<file path="config.mk">
export PLATFORM = sky130hd
export DESIGN_NAME = dual_switch_debounce
export DESIGN_NICKNAME = d
export VERILOG_FILES = /design/src/rtl/dual_switch_debounce.sv
export SDC_FILE = /design/constraint.sdc
export NUM_CORES = 1
export LEC_CHECK = 0
export CAP_MARGIN = 30
export CELL_PAD_IN_SITES_DETAIL_PLACEMENT = 1
export CELL_PAD_IN_SITES_GLOBAL_PLACEMENT = 2
export CORE_MARGIN = 8
export CORE_UTILIZATION = 36
export DETAILED_ROUTE_END_ITERATION = 10
export PLACE_DENSITY = 0.86
export SYNTH_ARGS = -nofsm -noshare
export SYNTH_HDL_FRONTEND = slang
export SYNTH_SLANG_ARGS = --single-unit
</file>
<file path="constraint.sdc">
create_clock -name clk -period 2.4 [get_ports clk]
set_input_delay 0.48 -clock clk [delete_from_list [all_inputs] [get_ports clk]]
set_output_delay 0.48 -clock clk [all_outputs]
set_load 0.05 [all_outputs]
</file>
<file path="src/rtl/dual_switch_debounce.sv">
// rtl/dual_switch_debounce.sv - two-channel switch synchronizer and debouncer with XOR and edge pulses
//
// Purpose: brings two raw, bouncy slide-switch lines into the clk domain,
// debounces each channel independently and presents clean levels, their XOR
// and optional one-cycle rise/fall pulses to downstream logic.
//
// Parameters:
//   STABLE_CYCLES - consecutive synchronized samples that must differ from the
//                   debounced level before it updates (2 .. 2^CNT_W-1)
//   CNT_W         - width of each per-channel stability counter
//
// Ports:
//   clk      in  sole clock, rising edge
//   rst      in  synchronous active-high reset
//   sw_a_raw in  raw switch A (asynchronous)
//   sw_b_raw in  raw switch B (asynchronous)
//   a, b     out debounced levels (registered)
//   f        out a ^ b (combinational from registered levels)
//   a_rise, a_fall, b_rise, b_fall
//            out one-cycle pulses aligned with the new level (registered)
//
// Build option: DUAL_SWITCH_DEBOUNCE_EDGE_EN compiles in the pulse registers;
// without it the four pulse outputs are constant 0.

module dual_switch_debounce #(
    parameter int STABLE_CYCLES = 50000,
    parameter int CNT_W         = 16
) (
    input  logic clk,
    input  logic rst,
    input  logic sw_a_raw,
    input  logic sw_b_raw,
    output logic a,
    output logic b,
    output logic f,
    output logic a_rise,
    output logic a_fall,
    output logic b_rise,
    output logic b_fall
);

    localparam logic ST_STABLE  = 1'b0;
    localparam logic ST_PENDING = 1'b1;

    localparam logic [CNT_W-1:0] CNT_LAST = CNT_W'(STABLE_CYCLES - 1);
    localparam logic [CNT_W-1:0] CNT_ONE  = CNT_W'(1);

    // Bit 0 is channel A, bit 1 is channel B throughout.
    logic [1:0]            raw;
    logic [1:0]            s1_q;
    logic [1:0]            s2_q;
    logic [1:0]            level_q;
    logic [1:0]            level_d;
    logic [1:0]            state_q;
    logic [1:0]            state_d;
    logic [1:0]            commit;
    logic [1:0][CNT_W-1:0] cnt_q;
    logic [1:0][CNT_W-1:0] cnt_d;

    assign raw = {sw_b_raw, sw_a_raw};

    // State register: synchronizers, FSM state, counters and levels.
    always_ff @(posedge clk) begin
        if (rst) begin
            s1_q    <= '0;
            s2_q    <= '0;
            state_q <= {2{ST_STABLE}};
            cnt_q   <= '0;
            level_q <= '0;
        end else begin
            s1_q    <= raw;
            s2_q    <= s1_q;
            state_q <= state_d;
            cnt_q   <= cnt_d;
            level_q <= level_d;
        end
    end

    // Next-state logic. The counter holds the number of consecutive samples
    // that disagreed with the level; it is cleared before it could reach
    // STABLE_CYCLES, so it never wraps.
    always_comb begin
        state_d = state_q;
        cnt_d   = cnt_q;
        commit  = '0;
        for (int c = 0; c < 2; c++) begin
            if (state_q[c] == ST_STABLE) begin
                if (s2_q[c] != level_q[c]) begin
                    state_d[c] = ST_PENDING;
                    cnt_d[c]   = CNT_ONE;
                end
            end else begin
                if (s2_q[c] == level_q[c]) begin
                    // Bounced back before qualifying: forget the partial run.
                    state_d[c] = ST_STABLE;
                    cnt_d[c]   = '0;
                end else if (cnt_q[c] == CNT_LAST) begin
                    state_d[c] = ST_STABLE;
                    cnt_d[c]   = '0;
                    commit[c]  = 1'b1;
                end else begin
                    cnt_d[c] = cnt_q[c] + CNT_ONE;
                end
            end
        end
    end

    // Output logic. A commit only happens while s2 disagrees with the level,
    // so accepting the new value is a simple toggle.
    always_comb begin
        level_d = level_q ^ commit;
    end

    assign a = level_q[0];
    assign b = level_q[1];
    assign f = level_q[0] ^ level_q[1];

`ifdef DUAL_SWITCH_DEBOUNCE_EDGE_EN
    logic [1:0] rise_d;
    logic [1:0] fall_d;
    logic [1:0] rise_q;
    logic [1:0] fall_q;

    always_comb begin
        rise_d = commit & s2_q;
        fall_d = commit & ~s2_q;
    end

    // Registered alongside the level so each pulse lines up with the new value.
    always_ff @(posedge clk) begin
        if (rst) begin
            rise_q <= '0;
            fall_q <= '0;
        end else begin
            rise_q <= rise_d;
            fall_q <= fall_d;
        end
    end

    assign a_rise = rise_q[0];
    assign a_fall = fall_q[0];
    assign b_rise = rise_q[1];
    assign b_fall = fall_q[1];
`else
    assign a_rise = 1'b0;
    assign a_fall = 1'b0;
    assign b_rise = 1'b0;
    assign b_fall = 1'b0;
`endif

endmodule

</file>
=== After elaboration in Yosys (flattened, before gate mapping) ===
Index checks and enable logic that the tools add are counted.

* Bits in registers: 40
* Bits in latches: 0
* Bits in writable memories: 0
* ROM bits: 0
* Output and inout port bits: 7
* Word-level logic and storage cells: 40
* Memories kept: 0

* $add $sub $neg: 2
* Multipliers: 0
* Div/mod/pow operators: 0
* Order comparisons: 0
* Equality and inequality tests: 6
* Shifts and indexed selects: 0
* Muxes and demuxes: 22
* Bitwise operators: 2
* Reductions and logical operators: 2

{| class="wikitable"
|+ Operators with widths
! cell !! count
|-
| $mux 16 || 8
|-
| $add 16x1->16 const B || 2
|-
| $eq 16x16->1 const B || 2
|-
| $mux 1 || 14
|-
| $reduce_bool 2->1 || 2
|-
| $eq 1x1->1 || 2
|-
| $ne 1x1->1 || 2
|-
| $xor 2x2->2 || 1
|-
| $xor 1x1->1 || 1
|}

=== Logic depth before layout (Yosys ltp) ===
Gate-level depths: netlist (run 1).

* Depth after elaboration: 5
* Depth in mapped cells: 7
* Mapped depth without buffers: 6

=== Worst setup path before layout (run 1) ===
Ideal clock, no wire load.

* Path type: flip-flop to flip-flop
* Start: reg level_q[0]
* End: reg cnt_q[13] (netlist name)
* Arrival time: 2.102 ns
* Data required time: 2.338 ns
* Setup slack: 0.236 ns
* Stages on the path, launching flop included: 7
* Period minus slack after synthesis: 2.164 ns
* Path through: dfxtp_1 -> xor2_2 -> nand3b_4 -> or2_1 -> buf_6 -> or4_1 -> nand3_1

* Word-level cells in the longest chain between the ends: 3
* Elaborated cells between the ends (all ways): 5
* Those cells by class: 2 x eq/ne; 2 x mux; 1 x reduce/logical

{| class="wikitable"
|+ RTL lines
! element !! line !! text
|-
| start: declaration || 52 || <nowiki>logic [1:0] level_q;</nowiki>
|-
| start signal: assignment || 75 || <nowiki>level_q <= level_d;</nowiki>
|-
| $eq 1x1->1 || 93 || <nowiki>if (s2_q[c] == level_q[c]) begin</nowiki>
|-
| $mux 16 || 93 ||
|-
| $mux 16 || 87 || <nowiki>if (state_q[c] == ST_STABLE) begin</nowiki>
|-
| end signal: assignment || 74 || <nowiki>cnt_q <= cnt_d;</nowiki>
|-
| end: declaration || 57 || <nowiki>logic [1:0][CNT_W-1:0] cnt_q;</nowiki>
|}

Parallel ways exist; a longest one is shown, timed or not.
A chain may end at the register's enable or synchronous reset.

=== Final worst setup path (run 1) ===
* Start: reg level_q[0]
* End: out f

* Word-level cells in the longest chain between the ends: 1

{| class="wikitable"
|+ RTL lines
! element !! line !! text
|-
| $xor 1x1->1 || 116 || <nowiki>assign f = level_q[0] ^ level_q[1];</nowiki>
|-
| end: declaration || 35 || <nowiki>output logic f,</nowiki>
|}

Every way passes these cells.

==> results of run 1 <==
-- area by class of cell --
cell class | count | area share (%)
Tap cell | 72 | 3.937
Clock buffer | 6 | 3.171
Inverter | 8 | 1.312
Timing Repair Buffer | 16 | 6.069
Multi-Input combinational cell | 187 | 50.30
Sequential cell | 40 | 34.99
Clock inverter | 1 | 0.2187
-- cells by family after synthesis --
| kind of cell | after synthesis | share of synthesized area [%] |
|---|---|---|
| and+or+nand+nor | 110 | 31.81 |
| AOI/OAI and AO/OA | 64 | 17.86 |
| DFF | 40 | 38.48 |
| buffers and inverters | 23 | 6.735 |
| xor gates and xnor gates | 6 | 3.247 |
| adders and majority gates | 2 | 1.202 |
| other | 1 | 0.1802 |
| muxes | 1 | 0.4811 |
-- critical path: cells and delay by family, from the launching register on --
family | cells | cell delay [ns]
buffers and inverters | 1 | 0.82
DFF | 1 | 0.44
xor gates and xnor gates | 1 | 0.18
-- through the flow --
stage | area (um^2) | worst slack (ns)
after floorplan | 2092 | 0.2361
after global placement | 2200 | 0.1224
after detailed placement | 2200 | 0.06667
after CTS | 2277 | 0.1330
after global routing | 2288 | 0.1173
final | 2288 | 0.1749
-- power groups by stage --
stage / combinational (mW) / clock, mW / sequential, mW
floorplan: 0.0531 / 0 / 0.688
global placement: 0.0633 / 0 / 0.690
detailed placement: 0.0643 / 0 / 0.691
CTS: 0.0643 / 0.449 / 0.675
global route: 0.0706 / 0.465 / 0.676
finish: 0.0635 / 0.434 / 0.675
-- routing by layer --
metal | part of all wire (%) | vias to the layer above | wire length (um)
met5 | 0 | - | 0
met2 | 45 | 15 | 2180
li1 | - | 909 | -
met4 | 1.2 | 0 | 57
met1 | 51 | 873 | 2483
met3 | 2.7 | 6 | 131
-- sequential cells by signal, summed over array words and instances (netlist names) --
| name | flops |
|---|---|
| cnt_q | 32 |
| s2_q | 2 |
| state_q | 2 |
| s1_q | 2 |
| level_q | 2 |
-- placed cells by master, fill, tap and decap left out, drive strengths merged, types with 2 or more instances in the layout --
| cell type | instances |
|---|---|
| and2 | 2 |
| nand4b | 2 |
| o31ai | 2 |
| a211oi | 3 |
| buf | 10 |
| o211ai | 2 |
| a21oi | 19 |
| or3 | 8 |
| nor4 | 4 |
| nor2b | 4 |
| inv | 8 |
| nand3 | 12 |
| nor3 | 9 |
| nand2 | 24 |
| or2 | 2 |
| or4 | 5 |
| nand2b | 2 |
| nand4 | 8 |
| o21ai | 23 |
| ha | 2 |
| conb | 4 |
| and4 | 3 |
| nor2 | 16 |
| and3 | 2 |
| a21o | 2 |
| clkdlybuf4s50 | 6 |
| a22oi | 2 |
| clkbuf | 6 |
| a31oi | 6 |
| xor2 | 5 |
| o21a | 2 |
| and3b | 2 |
| dfxtp | 40 |
-- worst min-delay path by stage --
stage                                  start                 end  slack, ns  depth (start not counted)
after CTS                 s1_q[0]$_SDFF_PP0_  s2_q[0]$_SDFF_PP0_       0.45                          1
final                     s1_q[0]$_SDFF_PP0_  s2_q[0]$_SDFF_PP0_       0.45                          1
after global placement    s1_q[0]$_SDFF_PP0_  s2_q[0]$_SDFF_PP0_       0.42                          1
after global routing      s1_q[1]$_SDFF_PP0_  s2_q[1]$_SDFF_PP0_       0.46                          1
after detailed placement  s1_q[1]$_SDFF_PP0_  s2_q[1]$_SDFF_PP0_       0.44                          1
after floorplan           s1_q[0]$_SDFF_PP0_  s2_q[0]$_SDFF_PP0_       0.41                          1
==> impl_metrics.yaml, run 1 <==
final_layout:
  finalNetCount: 264
  final_util_pct: 41.31
  diodes: 0
  final.fill_count: 684
  drive_gt1_share_pct: 12.02
  seqCellArea_um2: 800.8
  instances_no_fill: 330
  multi_input_area_mm2: 0.001151
  area_growth_pct: 9.982
yosys:
  syn_area_mm2: 0.002081
  synth_ff_type: "dfxtp_1"
  postSynthAreaPerCell_um2: 8.424
  synth_edf_count: 0
  synth.most_common_cell: "dfxtp_1"
  yosys-top-cells-count: "dfxtp_1, nand2_1, o21ai_0, a21oi_1, nor2_1"
  synth_cell_types: 54
  synth_largest_area_cell: "dfxtp_1"
  synth_area_leaders: "dfxtp_1, o21ai_0, a21oi_1"
  ys_ff_latch: 40
  syn_inst: 247
  async_flop_share_pct: 0
  yosys.area.top_type_share_pct: 38.48
  yosys_warnings: 0
  seq_area_frac_synth_pct: 38.48
setup_path:
  crit_end: "f"
  critPathArrivalTime_ns: 1.75
  endpoint_kind: "output port"
  rr_worst_depth: 5
  crit_fanout: 4
  crit_type: "reg -> out"
  crit_slowest_cell: "clkdlybuf4s50_1"
  worstReg2RegEnd: "cnt_q[24]$_SDFFE_PP0P_"
  cp_cell_sequence: "xor2_1, clkdlybuf4s50_1"
  startpoint_type: "flip-flop"
  rrSetupSlack_ns: 0.28
  worstPathRequired_ns: 1.92
  reg2reg_from: "cnt_q[20]$_SDFFE_PP0P_"
  crit_start: "level_q[0]$_SDFF_PP0_"
  max_stage_delay_ns: 0.82
global_route:
  grt_pass1_wl_mm: 8.625
  grt_overflow: 0
  grt_use_total_pct: 12.10
  use_met2_pct: 19.67
  grt_start_max_net_pins: 19
  grt_pass1_vias: 1852
  use_met3_pct: 3.178
  busiest_layer: "met2"
  grtUsageMet1_pct: 15.13
  antenna_found_initial: 0
floorplanning:
  dieWidth_um: 92.03
  io_pins: 11
  start_util_pct: 37.56
  dieHeight_um: 92.03
  core_area_mm2: 0.005540
  dieArea_mm2: 0.008469
  std_cell_rows: 27
timing:
  rsz0062_at_grt: "false"
  timing.setup.tns_ns: 0
  period_share_pct: 92.71
  period_needed_ns: 2.225
  finalMaxSlewViolations: 0
  fmax_ghz: 0.4494
  final.setup_skew_ns: 0.006704
  hold_violations: 0
  finalSetupViolations: 0
  slew_headroom_pct: 66.56
  holdWs_ns: 0.4466
  tightest_slew_ns: 0.4989
power_and_ir_drop:
  power.switching_uw: 282.9
  p_seq_share_pct: 57.6
  p_total_mw: 1.173
  ir_worst_vdd_mv: 0.3208
  p_sw_share_pct: 24.12
  p_per_area_mw_per_mm2: 512.4
  clkPwrFrac_pct: 37.0
  combPwrFrac_pct: 5.4
  internal_power_uw: 889.7
  p_leak_nw: 0.8059
placed_design:
  hpwl_mm: 3.481
  port_buffers: 6
  place_congestion: 0.7507
  place_inst: 322
clock_tree:
  clock-sinks: 40
  htree_levels: 2
  cts_root_buffer: "clkbuf_8"
  post_cts_buffers: 0
  cts_made_buffers: 5
  cts_resized: 0
  clk-insertion-delay-late_ns: 0.29
  clk_path_buf_depth: 2
  hold_buffers: 0
  cts_tree: "yes"
  clk_pin_slew_ns: 0.08
drt:
  drtIter0Drc: 91
  vias: 1803
  vias_per_cell: 5.464
  postRouteAntennaNets: 0
  routedWlPerCell_um: 14.70
  wl_mm: 4.852
  first_pass_iters: 4
  drc_errors: 0
run_status:
  outcome: "complete, no violations"
job:
  cap_violations: 0
worst_hold_path:
  hold_path_class: "reg -> reg"
(Power assumes the default switching activity.)
==> inputs of run 2 (changes only) <==
--- a/config.mk
+++ b/config.mk
@@ -5,13 +5,15 @@
 export SDC_FILE = /design/constraint.sdc
 export NUM_CORES = 1
 export LEC_CHECK = 0
+export ABC_AREA = 1
 export CAP_MARGIN = 30
 export CELL_PAD_IN_SITES_DETAIL_PLACEMENT = 1
 export CELL_PAD_IN_SITES_GLOBAL_PLACEMENT = 2
-export CORE_MARGIN = 8
-export CORE_UTILIZATION = 36
+export CORE_MARGIN = 10
+export CORE_UTILIZATION = 34
 export DETAILED_ROUTE_END_ITERATION = 10
-export PLACE_DENSITY = 0.86
+export PLACE_DENSITY = 0.87
+export SKIP_LAST_GASP = 1
 export SYNTH_ARGS = -nofsm -noshare
 export SYNTH_HDL_FRONTEND = slang
 export SYNTH_SLANG_ARGS = --single-unit
==> run 2 against run 1 <==
Effect of this change:
- sequential power hardly changed
- critical endpoint unchanged
- non-clock buffer count is 9 lower
- utilization down 4.1 points
- via count up 15%
- count of clock-buffer cells in the layout unchanged
- combinational power grew 3%
- die area grew 24%
- highest routed layer unchanged
- register-to-register slack better by 0.33 ns
- synthesized cell count increased by 40%
- power rose by 3.7%
- synthesized area grew 12%
- critical path depth is the same
==> impl_metrics.yaml, run 2 <==
run_status:
  outcome: "complete, no violations"
worst_hold_path:
  hold_path_class: "reg -> reg"
yosys:
  syn_area_mm2: 0.002323
  synth_largest_area_cell: "dfxtp_1"
  yosys.area_share.simple_pct: 35.16
  synth_mux_area_share_pct: 0
  ys_ff_latch: 40
  synth_area_leaders: "dfxtp_1, nand2_1, nor2_1"
  synth.most_common_cell: "nand2_1"
  synth_cell_types: 32
  seq_area_frac_synth_pct: 34.46
  synth_compound_gate_area_share_pct: 12.49
  yosys_warnings: 0
  synth_xor_area_share_pct: 5.600
  postSynthAreaPerCell_um2: 6.715
  synth_ff_type: "dfxtp_1"
  synth_edf_count: 0
  synth_top_family_by_area: "simple AND/OR/NAND/NOR gates"
  synth_fa_ha_area_share_pct: 1.077
  async_flop_share_pct: 0
  syn_inst: 346
  yosys-top-cells-count: "nand2_1, dfxtp_1, nor2_1, inv_1, a21oi_1"
  yosys.area.top_type_share_pct: 34.46
timing:
  layout_setup_ws_ns: 0.1834
  slew_headroom_pct: 54.93
  finalSetupViolations: 0
  period_share_pct: 92.36
  period_needed_ns: 2.217
  timing.setup.tns_ns: 0
  final.setup_skew_ns: 0.005206
  tightest_slew_ns: 0.6761
  rsz0062_at_grt: "false"
  fmax_ghz: 0.4511
  finalMaxSlewViolations: 0
  hold_violations: 0
final_layout:
  multi_input_area_mm2: 0.001277
  seqCellArea_um2: 800.8
  diodes: 0
  mostFrequentLayoutCells: "nand2_1, dfxtp_1, nor2_1"
  drive_gt1_share_pct: 13.35
  final.fill_count: 875
  largest_reg_flops: 32
  area_growth_pct: 7.539
  regMostFlops: "cnt_q"
  final_util_pct: 37.19
  final_common_cell: "nand2_1"
  finalNetCount: 357
setup_path:
  worstPathRequired_ns: 1.92
  startpoint_type: "flip-flop"
  critPathArrivalTime_ns: 1.74
  rrSetupSlack_ns: 0.61
  cp_cell_sequence: "xor2_1, clkdlybuf4s50_1"
  crit_slowest_cell: "clkdlybuf4s50_1"
  endpoint_kind: "output port"
  crit_type: "reg -> out"
  max_stage_delay_ns: 0.83
  crit_fanout: 4
clock_tree:
  clock-sinks: 40
  cts_tree: "yes"
  clk_path_buf_depth: 2
  cts_resized: 0
  htree_levels: 2
  cts_root_buffer: "clkbuf_8"
  clk-insertion-delay-late_ns: 0.29
  post_cts_buffers: 0
  cts_made_buffers: 5
  clk_pin_slew_ns: 0.08
  hold_buffers: 0
global_route:
  grt_pass1_vias: 2095
  grt_start_max_net_pins: 27
  antenna_found_initial: 0
  grt_overflow: 0
  grt_use_total_pct: 11.53
  grt_pass1_wl_mm: 9.784
drt:
  postRouteAntennaNets: 0
  first_pass_iters: 4
  vias: 2065
  wl_mm: 5.575
  vias_per_cell: 4.780
  routedWlPerCell_um: 12.91
  drc_errors: 0
  drtIter0Drc: 61
job:
  cap_violations: 0
placed_design:
  hpwl_mm: 4.043
  place_congestion: 0.8022
  pre_cts_slack_ns: 0.5007
  port_buffers: 6
floorplanning:
  dieHeight_um: 102.7
  io_pins: 11
  start_util_pct: 34.58
  core_area_mm2: 0.006719
  std_cell_rows: 30
  dieWidth_um: 102.7
  dieArea_mm2: 0.01054
power_and_ir_drop:
  ir_worst_vdd_mv: 0.2895
  p_per_area_mw_per_mm2: 486.5
  p_leak_nw: 0.9204
-- run 2: changes by cell type in the layout (fill, tap and decap cells not counted), sizes merged, moves of 6 or more --
cell	change
a21oi	+13
a31oi	-6
buf	-9
inv	+34
nand2	+94
nand3	+6
nor2	+29
nor3	-7
o21ai	-13
or3	-8
xnor2	+6
-- run 2: worst paths after layout --
kind,startpoint,end,cells after the start
worst max-delay path,level_q[1]$_SDFF_PP0_,f,2
worst min-delay path,s1_q[1]$_SDFF_PP0_,s2_q[1]$_SDFF_PP0_,2
worst max register to register,cnt_q[0]$_SDFFE_PP0P_,cnt_q[13]$_SDFFE_PP0P_,6
worst min register to register,s1_q[1]$_SDFF_PP0_,s2_q[1]$_SDFF_PP0_,2
-- run 2: critical path, delay by kind of cell (launching register included) --
family / cells / cell delay (ns)
xor+xnor: 1 / 0.18
buf+inv: 1 / 0.83
flops: 1 / 0.43
-- run 2: layout make-up --
class / instances / area share (%)
multi-input combinational: 255 / 51.13
timing repair buffer: 7 / 2.704
clock inverter: 2 / 0.4006
tap: 80 / 4.006
clock buffer: 6 / 3.305
inverter: 42 / 6.410
sequential: 40 / 32.05
-- run 2: stage by stage --
stage | hold WS [ns] | area [um^2] | instances | power (mW)
2_1_floorplan | 0.3883 | 2335 | 349 | 0.7439
3_3_place_gp | 0.3936 | 2406 | 424 | 0.7526
3_5_place_dp | 0.3985 | 2406 | 424 | 0.7545
4_1_cts | 0.4115 | 2499 | 432 | 1.237
5_1_grt | 0.4204 | 2499 | 432 | 1.265
6_report | 0.4091 | 2499 | 432 | 1.216
-- run 2: layer usage --
metal	track usage, %	part of all wire, %	wire length [um]	vias up
met4	3.905	1.3	72	0
met3	2.681	3.4	192	7
met2	18.35	45	2528	19
met1	14.90	50	2780	959
met5	0	0	0	-
li1	-	-	-	1080
-- run 2: cell families after synthesis --
logic type,after synthesis
AO/OA/AOI/OAI,47
XOR/XNOR,14
adder cells (fa/ha/maj),2
buffers and inverters,54
flip-flops,40
other,1
AND/OR/NAND/NOR,188
-- run 2: where the power goes --
| group | leakage [nW] | internal, mW | switching [mW] |
|---|---|---|---|
| sequential | 0.323 | 0.669 | 0.00369 |
| combinational | 0.546 | 0.0140 | 0.0513 |
| clock | 0.0510 | 0.230 | 0.248 |
| total | 0.920 | 0.913 | 0.303 |
